[config.mk]
export PLATFORM = sky130hd
export DESIGN_NAME = uart_regif_8n1
export DESIGN_NICKNAME = d
export VERILOG_FILES = /design/src/rtl/uart_regif_pkg.sv /design/src/rtl/uart_bit_timer.sv /design/src/rtl/uart_regif_8n1.sv
export SDC_FILE = /design/constraint.sdc
export NUM_CORES = 1
export LEC_CHECK = 0
export ABC_AREA = 1
export ABC_CLOCK_PERIOD_IN_PS = 3000
export CAP_MARGIN = 30
export CORE_ASPECT_RATIO = 0.75
export CORE_MARGIN = 5
export CORE_UTILIZATION = 53
export CTS_BUF_LIST = sky130_fd_sc_hd__clkbuf_4 sky130_fd_sc_hd__clkbuf_8
export CTS_CLUSTER_DIAMETER = 30
export CTS_CLUSTER_SIZE = 20
export DETAILED_ROUTE_END_ITERATION = 16
export PLACE_DENSITY = 0.87
export SLEW_MARGIN = 20
export SYNTH_ARGS = -nofsm -noshare
export SYNTH_HDL_FRONTEND = slang
export SYNTH_SLANG_ARGS = --single-unit
[constraint.sdc]
create_clock -name clk -period 3 [get_ports clk]
set_input_delay 0.6 -clock clk [delete_from_list [all_inputs] [get_ports clk]]
set_output_delay 0.6 -clock clk [all_outputs]
set_load 0.02 [all_outputs]
[src/rtl/uart_regif_pkg.sv]
// Shared register map, FSM state type and divider floor for the 8N1 UART peripheral.
package uart_regif_pkg;

    localparam int unsigned UART_WRITE_WAIT = 0;
    localparam int unsigned UART_DIV        = 1;
    localparam int unsigned UART_DATA       = 2;
    localparam int unsigned UART_SOFT_RESET = 3;
    localparam int unsigned UART_READ_VALID = 4;
    localparam int unsigned UART_RXEN       = 5;

    localparam int unsigned UART_DIV_MIN    = 4;

    typedef enum logic [1:0] {
        ST_IDLE,
        ST_START,
        ST_DATA,
        ST_STOP
    } uart_state_t;

endpackage

[src/rtl/uart_bit_timer.sv]
// Loadable bit-period down-counter: o_full marks the end of each period, o_half its midpoint.
module uart_bit_timer #(
    parameter int DIV_W = 16
) (
    input  logic             clk,
    input  logic             rst,
    input  logic             i_load,
    input  logic [DIV_W-1:0] i_period,
    output logic             o_full,
    output logic             o_half
);

    logic [DIV_W-1:0] r_cnt;

    assign o_full = (r_cnt == '0);
    assign o_half = (r_cnt == ((i_period >> 1) - DIV_W'(1)));

    // Auto-reloads on every full tick so consecutive bits stay period-aligned.
    always_ff @(posedge clk or negedge rst) begin
        if (!rst) begin
            r_cnt <= '0;
        end else if (i_load || o_full) begin
            r_cnt <= i_period - DIV_W'(1);
        end else begin
            r_cnt <= r_cnt - DIV_W'(1);
        end
    end

endmodule

[src/rtl/uart_regif_8n1.sv]
// Memory-mapped 8N1 UART with programmable divider, soft reset, RX enable and one-entry RX hold.
// Define UART_HW_FLOWCTL_EN to enable rts/cts hardware flow control.
module uart_regif_8n1
    import uart_regif_pkg::*;
#(
    parameter int               DATA_W  = 32,
    parameter int               ADDR_W  = 3,
    parameter int               DIV_W   = 16,
    parameter logic [DIV_W-1:0] DIV_RST = 16'd868
) (
    input  logic              clk,
    input  logic              rst,
    input  logic              sel,
    input  logic [ADDR_W-1:0] address,
    input  logic              write,
    input  logic              read,
    input  logic [DATA_W-1:0] data_in,
    output logic [DATA_W-1:0] data_out,
    output logic              txd,
    input  logic              rxd,
    output logic              rts,
    input  logic              cts
);

    logic [DIV_W-1:0]  r_div;
    logic              r_rxen;
    logic              r_soft_rst;
    logic [DATA_W-1:0] r_data_out;
    logic              r_rts;

    uart_state_t       r_tx_state;
    logic [7:0]        r_tx_shift;
    logic [2:0]        r_tx_cnt;
    logic              r_tx_busy;
    logic              r_txd;

    logic              r_rx_meta;
    logic              r_rx_sync;
    logic              r_rx_prev;
    uart_state_t       r_rx_state;
    logic [7:0]        r_rx_shift;
    logic [2:0]        r_rx_cnt;
    logic [7:0]        r_rx_hold;
    logic              r_rx_valid;

    logic              w_wr;
    logic              w_rd;
    logic [DIV_W-1:0]  w_div_eff;
    logic [DATA_W-1:0] w_rd_data;
    logic              w_cts_ok;
    logic              w_tx_wr;
    logic              w_tx_go;
    logic              w_tx_full;
    logic              w_tx_half_unused;
    logic              w_rx_arm;
    logic              w_rx_fall;
    logic              w_rx_load;
    logic              w_rx_full;
    logic              w_rx_half;
    logic              w_rx_done;
    logic              w_rx_clr;
    logic              w_unused;

    assign w_wr      = sel & write;
    assign w_rd      = sel & read;
    assign w_div_eff = (r_div < DIV_W'(UART_DIV_MIN)) ? DIV_W'(UART_DIV_MIN) : r_div;
    assign w_unused  = ^{data_in, w_tx_half_unused};

    assign data_out  = r_data_out;
    assign txd       = r_txd;
    assign rts       = r_rts;

    // ------------------------------------------------------------------
    // Register bus
    // ------------------------------------------------------------------
    always_comb begin
        w_rd_data = '0;
        case (address)
            ADDR_W'(UART_WRITE_WAIT): w_rd_data = {{(DATA_W-1){1'b0}}, r_tx_busy};
            ADDR_W'(UART_DIV):        w_rd_data = DATA_W'(r_div);
            ADDR_W'(UART_DATA):       w_rd_data = DATA_W'(r_rx_hold);
            ADDR_W'(UART_READ_VALID): w_rd_data = {{(DATA_W-1){1'b0}}, r_rx_valid};
            ADDR_W'(UART_RXEN):       w_rd_data = {{(DATA_W-1){1'b0}}, r_rxen};
            default:                  w_rd_data = '0;
        endcase
    end

    always_ff @(posedge clk or negedge rst) begin
        if (!rst) begin
            r_div      <= DIV_RST;
            r_rxen     <= 1'b0;
            r_soft_rst <= 1'b0;
            r_data_out <= '0;
        end else begin
            if (w_wr) begin
                case (address)
                    ADDR_W'(UART_DIV):        r_div      <= data_in[DIV_W-1:0];
                    ADDR_W'(UART_SOFT_RESET): r_soft_rst <= data_in[0];
                    ADDR_W'(UART_RXEN):       r_rxen     <= data_in[0];
                    default: ;
                endcase
            end
            if (r_soft_rst) begin
                r_rxen <= 1'b0;
            end
            if (w_rd) begin
                r_data_out <= w_rd_data;
            end
        end
    end

    // ------------------------------------------------------------------
    // Flow control
    // ------------------------------------------------------------------
`ifdef UART_HW_FLOWCTL_EN
    logic r_cts_meta;
    logic r_cts_sync;

    assign w_cts_ok = r_cts_sync;

    always_ff @(posedge clk or negedge rst) begin
        if (!rst) begin
            r_cts_meta <= 1'b0;
            r_cts_sync <= 1'b0;
            r_rts      <= 1'b0;
        end else begin
            r_cts_meta <= cts;
            r_cts_sync <= r_cts_meta;
            r_rts      <= r_rxen & ~r_rx_valid & ~r_soft_rst;
        end
    end
`else
    logic w_cts_unused;

    assign w_cts_ok     = 1'b1;
    assign w_cts_unused = cts;

    always_ff @(posedge clk or negedge rst) begin
        if (!rst) begin
            r_rts <= 1'b0;
        end else begin
            r_rts <= 1'b1;
        end
    end
`endif

    // ------------------------------------------------------------------
    // Transmitter
    // ------------------------------------------------------------------
    assign w_tx_wr = w_wr && (address == ADDR_W'(UART_DATA)) && !r_tx_busy && !r_soft_rst;
    // Busy while still in IDLE means a latched byte is waiting for cts.
    assign w_tx_go = (r_tx_state == ST_IDLE) && (w_tx_wr || r_tx_busy) && w_cts_ok && !r_soft_rst;

    uart_bit_timer #(.DIV_W(DIV_W)) u_tx_timer (
        .clk      (clk),
        .rst      (rst),
        .i_load   (w_tx_go),
        .i_period (w_div_eff),
        .o_full   (w_tx_full),
        .o_half   (w_tx_half_unused)
    );

    always_ff @(posedge clk or negedge rst) begin
        if (!rst) begin
            r_tx_state <= ST_IDLE;
            r_tx_shift <= '0;
            r_tx_cnt   <= '0;
            r_tx_busy  <= 1'b0;
            r_txd      <= 1'b1;
        end else if (r_soft_rst) begin
            r_tx_state <= ST_IDLE;
            r_tx_busy  <= 1'b0;
            r_txd      <= 1'b1;
        end else begin
            case (r_tx_state)
                ST_IDLE: begin
                    if (w_tx_wr) begin
                        r_tx_shift <= data_in[7:0];
                        r_tx_busy  <= 1'b1;
                    end
                    if (w_tx_go) begin
                        r_tx_state <= ST_START;
                        r_txd      <= 1'b0;
                    end
                end
                ST_START: begin
                    if (w_tx_full) begin
                        r_tx_state <= ST_DATA;
                        r_txd      <= r_tx_shift[0];
                        r_tx_shift <= {1'b0, r_tx_shift[7:1]};
                        r_tx_cnt   <= '0;
                    end
                end
                ST_DATA: begin
                    if (w_tx_full) begin
                        if (r_tx_cnt == 3'd7) begin
                            r_tx_state <= ST_STOP;
                            r_txd      <= 1'b1;
                        end else begin
                            r_txd      <= r_tx_shift[0];
                            r_tx_shift <= {1'b0, r_tx_shift[7:1]};
                            r_tx_cnt   <= r_tx_cnt + 3'd1;
                        end
                    end
                end
                ST_STOP: begin
                    if (w_tx_full) begin
                        r_tx_state <= ST_IDLE;
                        r_tx_busy  <= 1'b0;
                    end
                end
            endcase
        end
    end

    // ------------------------------------------------------------------
    // Receiver
    // ------------------------------------------------------------------
    assign w_rx_arm  = r_rxen & ~r_soft_rst;
    assign w_rx_fall = r_rx_prev & ~r_rx_sync;
    // Restart the timer at mid start bit so later full ticks land on bit centres.
    assign w_rx_load = ((r_rx_state == ST_IDLE) && w_rx_arm && w_rx_fall) ||
                       ((r_rx_state == ST_START) && w_rx_half && !r_rx_sync);
    assign w_rx_done = w_rx_arm && (r_rx_state == ST_STOP) && w_rx_full && r_rx_sync;
    assign w_rx_clr  = w_rd && (address == ADDR_W'(UART_DATA));

    uart_bit_timer #(.DIV_W(DIV_W)) u_rx_timer (
        .clk      (clk),
        .rst      (rst),
        .i_load   (w_rx_load),
        .i_period (w_div_eff),
        .o_full   (w_rx_full),
        .o_half   (w_rx_half)
    );

    always_ff @(posedge clk or negedge rst) begin
        if (!rst) begin
            r_rx_meta  <= 1'b1;
            r_rx_sync  <= 1'b1;
            r_rx_prev  <= 1'b1;
            r_rx_state <= ST_IDLE;
            r_rx_shift <= '0;
            r_rx_cnt   <= '0;
            r_rx_hold  <= '0;
            r_rx_valid <= 1'b0;
        end else begin
            r_rx_meta <= rxd;
            r_rx_sync <= r_rx_meta;
            r_rx_prev <= r_rx_sync;

            if (!w_rx_arm) begin
                r_rx_state <= ST_IDLE;
            end else begin
                case (r_rx_state)
                    ST_IDLE: begin
                        if (w_rx_fall) begin
                            r_rx_state <= ST_START;
                        end
                    end
                    ST_START: begin
                        if (w_rx_half) begin
                            r_rx_state <= r_rx_sync ? ST_IDLE : ST_DATA;
                            r_rx_cnt   <= '0;
                        end
                    end
                    ST_DATA: begin
                        if (w_rx_full) begin
                            r_rx_shift <= {r_rx_sync, r_rx_shift[7:1]};
                            r_rx_cnt   <= r_rx_cnt + 3'd1;
                            if (r_rx_cnt == 3'd7) begin
                                r_rx_state <= ST_STOP;
                            end
                        end
                    end
                    ST_STOP: begin
                        if (w_rx_full) begin
                            r_rx_state <= ST_IDLE;
                        end
                    end
                endcase
            end

            if (w_rx_done) begin
                r_rx_hold <= r_rx_shift;
            end

            // A completing frame beats a same-edge DATA read.
            if (r_soft_rst) begin
                r_rx_valid <= 1'b0;
            end else if (w_rx_done) begin
                r_rx_valid <= 1'b1;
            end else if (w_rx_clr) begin
                r_rx_valid <= 1'b0;
            end
        end
    end

endmodule

Word-level counts from Yosys, hierarchy flattened
Index checks and enable logic that the tools add are counted.

Flip-flop bits (word level): 123. Input bits: 42. Output and inout bits: 34. Logic and storage cells: 155.

Add/subtract/negate cells: 6. $lt $le $gt $ge: 1. Equality and inequality tests: 31. Muxes and demuxes: 47. Bitwise logic cells: 6. Reductions and logical operators: 44.

Operator list (count): $pmux 16 s5 (1); $mux 16 (3); $sub 16x1->16 const B (3); $logic_not 16->1 (2); $mux 8 (4); $mux 2 (13); $pmux 8 s3 (1); $ne 3x2->1 const B (6); $eq 16x16->1 (1); $lt 16x3->1 const B (1); $pmux 2 s4 (2); $sub 15x1->16 const B (1); $mux 3 (5); $ne 3x3->1 const B (5); $reduce_and 5->1 (3); $mux 1 (14); $logic_and 1x1->1 (13); $eq 3x3->1 const B (4); $pmux 3 s2 (2); $reduce_bool 3->1 (3); $eq 2x2->1 const B (4); $reduce_and 4->1 (2); $reduce_bool 2->1 (4); $add 3x1->3 const B (2); other kinds (17) (36).

Depth between registers and ports, before layout
Depth in word-level cells: 10. Depth in mapped cells: 22. Mapped depth without buffers: 21.

Modules after synthesis
Synthesis repeated with hierarchy kept, for this count alone.

Cell total of the unflattened synthesis: 1032. Area total of the unflattened synthesis: 7224.4 um^2.

Modules (own cells, without submodules): uart_regif_8n1 (instances 1, cells an instance 482, area each 3773.6 um^2, seq. area each 1888.1 um^2); uart_bit_timer (instances 2, cells an instance 275, area each 1725.4 um^2, seq. area each 400.4 um^2).

Worst setup path after synthesis
Ideal clock, no wire load.

Path kind: flip-flop to flip-flop. Start: register r_div[6]. End: register u_rx_timer.r_cnt[13]. Data arrival time: 2.690 ns. Required time: 2.883 ns. Setup slack: 0.192 ns. Cell stages (with the launch flop): 18. Buffers on the path: 2. Period minus slack after synthesis: 2.808 ns. Cell sequence: dfstp_2 > buf_2 > nor2_4 > nand2_4 > nor2_4 > nand2_4 > inv_1 > nor2_1 > ha_1 > nand3_2 > nor3_1 > xor2_1 > nand3_1 > nor2_2 > nand3_4 > buf_2 > nand3_1 > nand2_1.

Word-level cells in the longest chain between the ends: 9.

Ends and longest elaborated chain: start: declaration (line uart_regif_8n1.sv:25) `logic [DIV_W-1:0] r_div;`; start signal: assignment (line uart_regif_8n1.sv:97) `ADDR_W'(UART_DIV): r_div <= data_in[DIV_W-1:0];`; $lt 16x3->1 (line uart_regif_8n1.sv:66) `assign w_div_eff = (r_div < DIV_W'(UART_DIV_MIN)) ? DIV_W'(UART_DIV_MIN) : r_div;`; $mux 16 (*) (line uart_regif_8n1.sv:66); $sub 15x1->16 (line uart_bit_timer.sv:16) `assign o_half = (r_cnt == ((i_period >> 1) - DIV_W'(1)));`; $eq 16x16->1 (line uart_bit_timer.sv:16); $logic_and 1x1->1 (2 in series) (line uart_regif_8n1.sv:223) `((r_rx_state == ST_START) && w_rx_half && !r_rx_sync);`; $logic_or 1x1->1 (line uart_regif_8n1.sv:222) `assign w_rx_load = ((r_rx_state == ST_IDLE) && w_rx_arm && w_rx_fall) ||`; $logic_or 1x1->1 (line uart_bit_timer.sv:22) `end else if (i_load || o_full) begin`; $mux 16 (*) (line uart_bit_timer.sv:22); end signal: assignment (line uart_bit_timer.sv:23) `r_cnt <= i_period - DIV_W'(1);`; end signal: assignment (line uart_bit_timer.sv:25) `r_cnt <= r_cnt - DIV_W'(1);`; end: declaration (line uart_bit_timer.sv:13) `logic [DIV_W-1:0] r_cnt;`.

Every way passes the cells marked *; elsewhere a longest branch is shown, timed or not. A chain may end at the register's enable or synchronous reset.

Final worst setup path
Start: register r_div[7]. End: register u_rx_timer.r_cnt[1].

Same word-level chain as after synthesis.

==> flow_summary.yaml <==
route:
  drc: 0
  drt_iter0_drc: 521
  vias: 5575
  wl_mm: 15.78
  wire_per_inst_um: 14.98
  vias_per_cell: 5.294
  drt_first_pass_iters: 5
  ant_nets: 0
setup_path:
  worstPathRequired_ps: 3290
  cp_max_fo: 8
  reg2regPathDepth: 18
  cp_num_buf_inv: 3
  rrSetupSlack_ps: 140
  cp_data_arrival_time_ps: 3150
  cp_top_family: "simple AND/OR/NAND/NOR gates"
  cp_slowest_stage_delay_ps: 430
  r2r_start: "r_div[7]"
  endpoint: "u_rx_timer.r_cnt[1]"
  end_kind: "register"
  cp-startpoint: "r_div[7]"
  cp-start-kind: "register"
  rr_endpoint: "u_rx_timer.r_cnt[1]"
  crit_chain: "nor2_4 > nand2_4 > nor2_4 > nand2_4 > inv_1 > nor2_1 > ha_2 > buf_4 > or2_2 > nand3_1 > nand4_1 > nor2_1 > nand3_1 > nor2_2 > nand3_4 > buf_4 > nand3b_1 > nand2_1"
  crit_cells: 18
  slowest_stage: "dfrtp_1"
  crit_type: "reg -> reg"
sta:
  skew_ps: 14.40
  worstMarginPinSlew_ps: 599.3
  period_share_pct: 95.36
  slew_violations: 0
  fin_crit_ps: 2861
  max_clock_freq_ghz: 0.3496
  setup_viol: 0
  rsz0062_at_grt: "true"
  final-hold-violation-count: 0
  relSlewSlack_pct: 59.83
pwr:
  peakVddDrop_v: 0.0005437
  finalPower_mw: 5.524
  p_seq_share_pct: 40.1
  p_leak_nw: 3.544
  clock_power_share_pct: 15.9
  swShare_pct: 43.55
  p_int_mw: 3.118
  p_sw_mw: 2.406
  p_comb_share_pct: 43.9
  power_density_mw_per_mm2: 747.4
cts:
  tritoncts: "done"
  cts_made_buffers: 9
  clockRootBuffer: "clkbuf_8"
  cts_buffer_depth: 2
  clock_sinks: 107
  clk_latency_ps: 400
  htree_levels: 3
  clk_pin_slew_ps: 120
logic_synthesis:
  ys.flop_type: "dfrtp_1"
  postSynth.asyncResetShare_pct: 100.0
  ys_ff_latch: 107
  synth_top_cell_area_share_pct: 37.55
  seq_area_frac_synth_pct: 41.17
  synth_top_cell_by_area: "dfrtp_1"
  yosysWarnings: 0
  synth_cells: 827
  synth_edf_count: 0
  netlist-cell-type-count: 52
  synthesis.area_mm2: 0.006531
  netlist_top_cells_area: "dfrtp_1 38%, nand2_1 11%, inv_1 5.2%, xor2_1 5.0%, nor2_1 4.8%"
  synth_area_per_cell_um2: 7.898
flow_run:
  maxCapViolCount: 0
global_route:
  grt_max_degree: 64
  grt_pass1_wl_mm: 26.19
  antenna_found_initial: 0
  grt_remaining_overflow: 0
  grt_usage_pct: 22.04
  grt_pass1_vias: 5231
min_path:
  hold_class: "in -> async"
outcome:
  status: "completed"
floorplanning:
  die_h_um: 106.1
  start_util_pct: 53.65
  coreArea_mm2: 0.01217
  dieArea_mm2: 0.01467
  num_io_pins: 76
  row_count: 35
  fp.dieW_um: 138.2
place:
  dp_hpwl_mm: 12.02
  gp_congestion: 0.9501
  portBuffers: 42
layout:
  drive_gt1_share_pct: 12.40
  nNetsFinal: 944
  area_delta_synth_final_pct: 13.16
  diodes: 0
  final_util_pct: 60.71
==> power groups by stage <==
stage / logic [mW] / clock network [mW] / registers, mW
finish: 2.43 / 0.880 / 2.22
global route: 2.73 / 0.941 / 2.26
CTS: 2.38 / 0.887 / 2.20
detailed placement: 2.36 / 0 / 2.22
global placement: 2.25 / 0 / 2.21
floorplan: 1.79 / 0 / 2.14
==> cell families (layout without fill, tap and decap cells) <==
family	count (synthesis)	count (layout)	share of synthesized area, %
AOI/OAI and AO/OA	106	106	9.521
xor gates and xnor gates	51	51	6.839
adders and majority gates	20	20	3.831
buffers and inverters	133	178	9.234
DFF	107	107	41.17
muxes	7	7	1.188
other	2	17	0.1150
and+or+nand+nor	401	401	28.10
==> placed cells by master (no fill, tap or decap), drive strengths merged, types with 14 or more instances in the layout <==
cell type      count
dfrtp             98
xnor2             14
nor2              95
nor3              15
a21oi             18
xor2              37
inv               95
o21ai             54
nand2            216
nand3             55
conb              17
clkdlybuf4s50     41
ha                20
buf               27
==> final cells by class <==
class / count / area [µm²]
Fill cell: 1066 / 4783
Multi-Input combinational cell: 602 / 3323
Sequential cell: 107 / 2690
Timing Repair Buffer: 68 / 625.6
Inverter: 94 / 355.3
Tap cell: 166 / 207.7
Clock buffer: 10 / 131.4
Clock inverter: 6 / 57.56
==> worst min path at each step <==
| stage | startpoint | endpoint | slack, ps |
|---|---|---|---|
| 5_1_grt | rst | r_rx_shift[1] | 250 |
| 4_1_cts | rst | u_tx_timer.r_cnt[6] | 230 |
| 6_report | rst | u_tx_timer.r_cnt[6] | 190 |
| 3_3_place_gp | r_rx_meta | r_rx_sync | 350 |
| 3_5_place_dp | r_rx_meta | r_rx_sync | 350 |
| 2_1_floorplan | rst | data_out[0] | 300 |
==> state kept, by name (all words and copies together) (netlist names), 2 cells and up <==
signal,cells
data_out,16
r_div,16
r_rx_cnt,3
r_rx_hold,8
r_rx_shift,8
r_rx_state,2
r_tx_cnt,3
r_tx_shift,8
r_tx_state,2
u_rx_timer.r_cnt,16
u_tx_timer.r_cnt,16
==> synthesized netlist by cell type, types with 8 or more instances <==
master / instances
nand2_1: 199
dfrtp_1: 98
inv_1: 90
nor2_1: 84
nand3_1: 53
o21ai_0: 51
xor2_1: 37
ha_1: 20
a21oi_1: 18
buf_4: 16
xnor2_1: 14
nand2_2: 13
clkbuf_1: 11
nor3_1: 11
o211ai_1: 10
dfstp_2: 9
buf_2: 8
nand4_1: 8
==> timing repair <==
action	in CTS	in global routing
hold buffers	0	0
buffers inserted	0	1
endpoints found under the setup margin	0	21
gates resized for setup	0	10
==> worst reg2reg max path, delay by kind of cell, from the launching register on <==
kind / cells / cell delay [ps]
DFF: 1 / 430
and+or+nand+nor: 14 / 1730
adders and majority gates: 1 / 190
buffers and inverters: 3 / 410
==> metal layers <==
metal	global-route usage (%)	share of wire [%]	vias to the layer above
li1	-	-	2724
met1	33.74	48	2596
met2	31.72	42	235
met3	4.676	8.7	20
met4	5.360	1.4	0
met5	0	0	-
==> through the flow <==
| step | setup WS (ps) | hold WS (ps) | instance area [µm²] | TNS [ps] | std cells |
|---|---|---|---|---|---|
| 2_1_floorplan | 192.4 | 304.4 | 6588 | 0 | 842 |
| 3_3_place_gp | 162.5 | 346.5 | 7166 | 0 | 1036 |
| 3_5_place_dp | 71.20 | 351.0 | 7166 | 0 | 1036 |
| 4_1_cts | 64.44 | 226.2 | 7355 | 0 | 1052 |
| 5_1_grt | -3.225 | 249.6 | 7391 | -3.225 | 1053 |
| 6_report | 139.2 | 193.9 | 7391 | 0 | 1053 |
Power figures use the tool's default switching activity.
